===== src/rtl/vend_ctrl_pkg.sv =====
// Shared coin codes, coin values and sequencer state encodings for the vending controller.
package vend_ctrl_pkg;

   typedef enum logic [1:0] {
      COIN_5C   = 2'b00,
      COIN_10C  = 2'b01,
      COIN_25C  = 2'b10,
      COIN_100C = 2'b11
   } coin_sel_e;

   localparam logic [7:0] VAL_5C   = 8'd5;
   localparam logic [7:0] VAL_10C  = 8'd10;
   localparam logic [7:0] VAL_25C  = 8'd25;
   localparam logic [7:0] VAL_100C = 8'd100;

   typedef enum logic [1:0] {
      ST_ACCEPT = 2'd0,
      ST_VEND   = 2'd1,
      ST_CHANGE = 2'd2
   } state_e;

endpackage


===== src/rtl/vend_ctrl_coin_value_lut.sv =====
// Combinational coin code to cent value lookup; zero latency, no flow control.
module vend_ctrl_coin_value_lut
   import vend_ctrl_pkg::*;
(
   input  logic [1:0] coin_sel_i,
   output logic [7:0] value_o
);

   always_comb begin
      value_o = VAL_5C;
      case (coin_sel_e'(coin_sel_i))
         COIN_5C:   value_o = VAL_5C;
         COIN_10C:  value_o = VAL_10C;
         COIN_25C:  value_o = VAL_25C;
         COIN_100C: value_o = VAL_100C;
      endcase
   end

endmodule


===== src/rtl/vend_ctrl.sv =====
// Coin credit accumulator with vend and largest-first change sequencer; registered outputs, 1-cycle latency.
// No backpressure: strobes are never stalled, coins that cannot be taken are answered with a reject pulse.
module vend_ctrl
   import vend_ctrl_pkg::*;
#(
   parameter int unsigned PRICE      = 65,
   parameter int unsigned MAX_CREDIT = 200
)(
   input  logic       clk,
   input  logic       rst_n,
   input  logic       coin_valid_i,
   input  logic [1:0] coin_sel_i,
   input  logic       buy_i,
   input  logic       cancel_i,
   output logic [7:0] credit_o,
   output logic       coin_reject_o,
   output logic       vend_o,
   output logic       chg_valid_o,
   output logic [1:0] chg_sel_o,
   output logic       busy_o
);

   localparam logic [8:0] PRICE9 = 9'(PRICE);
   localparam logic [7:0] PRICE8 = 8'(PRICE);
   localparam logic [8:0] MAX9   = 9'(MAX_CREDIT);
   localparam bit CFG_OK = (PRICE % 5 == 0) && (PRICE != 0) &&
                           (PRICE <= MAX_CREDIT) && (MAX_CREDIT <= 255);

   state_e     state_q, state_d;
   logic [7:0] credit_q, credit_d;
   logic       reject_q, reject_d;
   logic       vend_q, vend_d;
   logic       chg_valid_q, chg_valid_d;
   logic [1:0] chg_sel_q, chg_sel_d;

   logic [7:0] coin_val;
   logic [8:0] credit9;
   logic [8:0] coin_sum;
   coin_sel_e  pick_sel;
   logic [7:0] pick_val;
   logic       enter_change;

   vend_ctrl_coin_value_lut u_coin_lut (
      .coin_sel_i (coin_sel_i),
      .value_o    (coin_val)
   );

   assign credit9  = {1'b0, credit_q};
   assign coin_sum = credit9 + {1'b0, coin_val};

   // Change is paid largest-first from 25/10/5 only; credit stays a multiple of 5.
   always_comb begin
      pick_sel = COIN_5C;
      pick_val = VAL_5C;
      if (credit9 >= {1'b0, VAL_25C}) begin
         pick_sel = COIN_25C;
         pick_val = VAL_25C;
      end else if (credit9 >= {1'b0, VAL_10C}) begin
         pick_sel = COIN_10C;
         pick_val = VAL_10C;
      end
   end

   always_comb begin
      state_d      = state_q;
      credit_d     = credit_q;
      reject_d     = 1'b0;
      vend_d       = 1'b0;
      chg_valid_d  = 1'b0;
      chg_sel_d    = 2'b00;
      enter_change = 1'b0;
      case (state_q)
         ST_ACCEPT: begin
            if (cancel_i) begin
               enter_change = (credit_q != 8'd0);
            end else if (buy_i) begin
               if (credit9 >= PRICE9) begin
                  state_d  = ST_VEND;
                  vend_d   = 1'b1;
                  credit_d = credit_q - PRICE8;
               end
            end else if (coin_valid_i) begin
               if (coin_sum <= MAX9) credit_d = coin_sum[7:0];
               else                  reject_d = 1'b1;
            end
            // Any BUY/CANCEL strobe consumes the coin slot, taken or not.
            if (coin_valid_i && (cancel_i || buy_i)) reject_d = 1'b1;
         end
         ST_VEND, ST_CHANGE: begin
            if (credit_q != 8'd0) enter_change = 1'b1;
            else                  state_d      = ST_ACCEPT;
            reject_d = coin_valid_i;
         end
         default: state_d = ST_ACCEPT;
      endcase
      if (enter_change) begin
         state_d     = ST_CHANGE;
         chg_valid_d = 1'b1;
         chg_sel_d   = pick_sel;
         credit_d    = credit_q - pick_val;
      end
   end

   always_ff @(posedge clk or negedge rst_n) begin
      if (!rst_n) begin
         state_q     <= ST_ACCEPT;
         credit_q    <= 8'd0;
         reject_q    <= 1'b0;
         vend_q      <= 1'b0;
         chg_valid_q <= 1'b0;
         chg_sel_q   <= 2'b00;
      end else begin
         state_q     <= state_d;
         credit_q    <= credit_d;
         reject_q    <= reject_d;
         vend_q      <= vend_d;
         chg_valid_q <= chg_valid_d;
         chg_sel_q   <= chg_sel_d;
      end
   end

   assign credit_o      = credit_q;
   assign coin_reject_o = reject_q;
   assign vend_o        = vend_q;
   assign chg_valid_o   = chg_valid_q;
   assign chg_sel_o     = chg_sel_q;
   assign busy_o        = (state_q != ST_ACCEPT);

   a_cfg_ok: assert property (@(posedge clk) CFG_OK);
   a_credit_mult5: assert property (@(posedge clk) disable iff (!rst_n)
                                    (credit_q % 8'd5) == 8'd0);

endmodule


===== config.mk =====
export PLATFORM = sky130hd
export DESIGN_NAME = vend_ctrl
export DESIGN_NICKNAME = d
export VERILOG_FILES = /design/src/rtl/vend_ctrl_pkg.sv /design/src/rtl/vend_ctrl_coin_value_lut.sv /design/src/rtl/vend_ctrl.sv
export SDC_FILE = /design/constraint.sdc
export NUM_CORES = 1
export LEC_CHECK = 0
export ABC_CLOCK_PERIOD_IN_PS = 4200
export BUFFER_PORTS_ARGS = -buffer_cell sky130_fd_sc_hd__buf_2
export CAP_MARGIN = 10
export CORE_MARGIN = 4
export CORE_UTILIZATION = 50
export DETAILED_ROUTE_END_ITERATION = 10
export GPL_ROUTABILITY_DRIVEN = 0
export PLACE_DENSITY = 0.79
export SYNTH_ARGS = -nofsm -noshare
export SYNTH_HDL_FRONTEND = slang
export SYNTH_HIERARCHICAL = 1
export SYNTH_SLANG_ARGS = --single-unit

===== constraint.sdc =====
create_clock -name clk -period 4.2 [get_ports clk]
set_clock_uncertainty 0.2 [all_clocks]
set_input_delay 0.63 -clock clk [delete_from_list [all_inputs] [get_ports clk]]
set_output_delay 0.63 -clock clk [all_outputs]
set_load 0.02 [all_outputs]

==> flow_summary.json <==
{
  "slowest_delay_ps": 470,
  "coreArea_sq_mm": 0.003390,
  "dp_hpwl_mm": 2.984,
  "worst_slew_pin_slew_ps": 537.5,
  "synthSimpleGateAreaFrac_pct": 20.74,
  "clockRootBuffer": "clkbuf_4",
  "ant_nets": 0,
  "finalSetupViolCount": 0,
  "synth_ff_type": "dfrtp_1",
  "ys_top_cells_by_area": "dfrtp_1 (21%), ha_1 (16%), xnor2_1 (4.4%)",
  "ff2ff_path_depth": 15,
  "fin_setup_tns_ps": 0,
  "synthTopCellsByCount": "ha_1 (23), nand2_1 (20), inv_1 (16)",
  "clkPwrFrac_pct": 5.7,
  "post_drt_wl_per_cell_um": 13.96,
  "synth_mux_area_share_pct": 3.153,
  "status": "completed",
  "cts_buffers": 3,
  "syn_inst": 207,
  "viasPerCell": 5.628,
  "finalInstanceArea_sq_mm": 0.001911,
  "place_area_sq_mm": 0.001883,
  "cp_data_required_time_ps": 4180,
  "multiInputGateArea_sq_mm": 0.001271,
  "drt_iter0_drc": 51,
  "grt_first_pass_wirelength_mm": 6.630,
  "final_net_count": 253,
  "antenna_found_initial": 0,
  "dieArea_sq_mm": 0.004591,
  "synth_fa_ha_area_share_pct": 18.36,
  "wirelength_mm": 3.714,
  "synth_top_area_share_pct": 21.02,
  "grt_max_degree": 24,
  "cp_max_fo": 8,
  "insertion_delay_ps": 290,
  "path_clk_slew_ps": 100,
  "cap_violations": 0,
  "switching_power_w": 0.0007682,
  "ctsHoldBuffers": 0,
  "ys_seq_area_share_pct": 21.02,
  "fillerInstances": 299,
  "slowest_stage": "dfrtp_1",
  "antennaDiodeCount": 0,
  "start_util_pct": 52.68,
  "synth_area_sq_mm": 0.001785,
  "slew_viol_final": 0,
  "seqCellArea_sq_um": 375.4,
  "ctsHtreeMaxLevel": 1,
  "grt_util_all_layers_pct": 18.55,
  "cts_resized": 0,
  "async_flop_share_pct": 100.0,
  "synthXorXnorAreaFrac_pct": 5.396,
  "path_class": "register to register",
  "worst_ep_arrival_time_ps": 3770,
  "combPwrFrac_pct": 72.5,
  "area_growth_pct": 7.008,
  "synth.largest_area_cell": "dfrtp_1",
  "synth_fp_nets": 239,
  "synth_enable_flop_cells": 0,
  "num_vias": 1497,
  "cts_sinks": 15,
  "cts_setup_buffers": 0,
  "vdd_drop_max_mv": 0.4260,
  "grt_pass1_vias": 1499,
  "rsz0062_at_grt": "false",
  "switching_share_pct": 51.60,
  "clock.fmax_ghz": 0.2642,
  "num_rows": 21,
  "first_pass_iters": 5,
  "cts_tree": "done",
  "timing.slew.headroom_pct": 63.84,
  "ys_types": 58,
  "cp-end-kind": "register",
  "power-per-cell-area_mw_per_mm2": 779.2,
  "crit_chain": "inv_1, ha_1, inv_1, o311a_1, nor4_1, nand2_1, ha_1, fa_1, nor2b_1, o21ai_0, nand2b_1, a211oi_1, or3_1, nand2_1, nor3_1",
  "drc_errors": 0,
  "yosysWarnings": 6,
  "hold_viol": 0,
  "die_h_um": 67.76,
  "drive_gt1_share_pct": 17.27,
  "synth_compound_area_share_pct": 23.34,
  "intPower_w": 0.0007206,
  "ys_ff_latch": 15,
  "cellLeakagePower_nw": 0.8786,
  "finalCritPeriodShare_pct": 90.10,
  "grt_overflow": 0,
  "fin_crit_ps": 3784,
  "synth_top_family_by_area": "compound AO/OA/AOI/OAI gates",
  "seqPwrFrac_pct": 21.7,
  "synth_area_per_cell_sq_um": 8.625,
  "cts_max_path_buffers": 2,
  "yosysMostFrequentCell": "ha_1",
  "critPathLaunchType": "register",
  "chipWidth_um": 67.76,
  "pin_count": 21,
  "hp-class": "primary input to asynchronous set/reset pin",
  "numPortBuffers": 20
}
critical path: cells and delay by family (launching register included):
kind | cells | cell delay [ps]
flops | 1 | 470
compound gates | 3 | 510
simple gates | 7 | 1330
buf+inv | 2 | 260
fa+ha+maj | 3 | 900
power groups by stage:
stage,clock [W],sequential (W),combinational (W)
floorplan,0,0.000333,0.000850
global placement,0,0.000326,0.00106
detailed placement,0,0.000327,0.00108
CTS,0.0000894,0.000325,0.00109
global route,0.0000953,0.000337,0.00121
finish,0.0000854,0.000324,0.00108
flip-flops by register name (all words and copies together) (netlist names):
name / cells
chg_sel_o: 2
chg_valid_o: 1
coin_reject_o: 1
credit_o: 8
state_q: 2
vend_o: 1
placed cells by master (no fill, tap or decap), drive strengths merged, types with 5 or more instances in the layout:
| cell | n |
|---|---|
| dfrtp | 15 |
| nand2 | 20 |
| o31ai | 5 |
| buf | 22 |
| inv | 17 |
| nand3 | 6 |
| nor2 | 11 |
| o21ai | 7 |
| a21oi | 13 |
| xnor2 | 9 |
| ha | 23 |
| nand2b | 5 |
metrics by stage:
step / utilization (%) / setup slack [ps] / hold WS, ps / power (W) / instances
4_1_cts: 56.37 / 390.4 / 38.92 / 0.001501 / 266
5_1_grt: 56.37 / 18.83 / 43.81 / 0.001647 / 266
2_1_floorplan: - / 679.4 / 134.4 / 0.001182 / 207
6_report: 56.37 / 415.7 / 29.26 / 0.001489 / 266
3_3_place_gp: 55.56 / 373.0 / 336.7 / 0.001381 / 262
3_5_place_dp: 55.56 / 259.2 / 350.4 / 0.001410 / 262
cell families (layout without fill, tap and decap cells):
logic type / after synthesis / in the layout
compound gates: 53 / 53
xor+xnor: 11 / 11
fa+ha+maj: 25 / 25
buf+inv: 30 / 43
flops: 15 / 15
mux: 5 / 5
other cells: 1 / 1
simple gates: 67 / 67
layout make-up:
type	instances	area share (%)
Clock inverter	1	0.2620
Tap cell	46	3.012
Timing Repair Buffer	22	6.025
Inverter	17	3.340
Sequential cell	15	19.65
Multi-Input combinational cell	162	66.54
Clock buffer	3	1.179
worst paths after layout:
kind	from	endpoint	slack [ps]
setup / recovery	credit_o[0]	credit_o[6]	420
hold / removal	rst_n	coin_reject_o	30
setup reg to reg	credit_o[0]	credit_o[6]	420
hold reg to reg	state_q[0]	state_q[0]	360
max in group asynchronous	rst_n	credit_o[0]	3510
min in group clk	state_q[0]	state_q[0]	360
routing by layer:
layer  share of wire [%]  global-route usage [%]  up-vias
met5                   0                       0        -
met1                  47                   24.37      693
li1                    -                       -      772
met4                 1.2                   4.810        0
met3                 3.8                   3.328        6
met2                  48                   31.11       26
(Power assumes the default switching activity.)
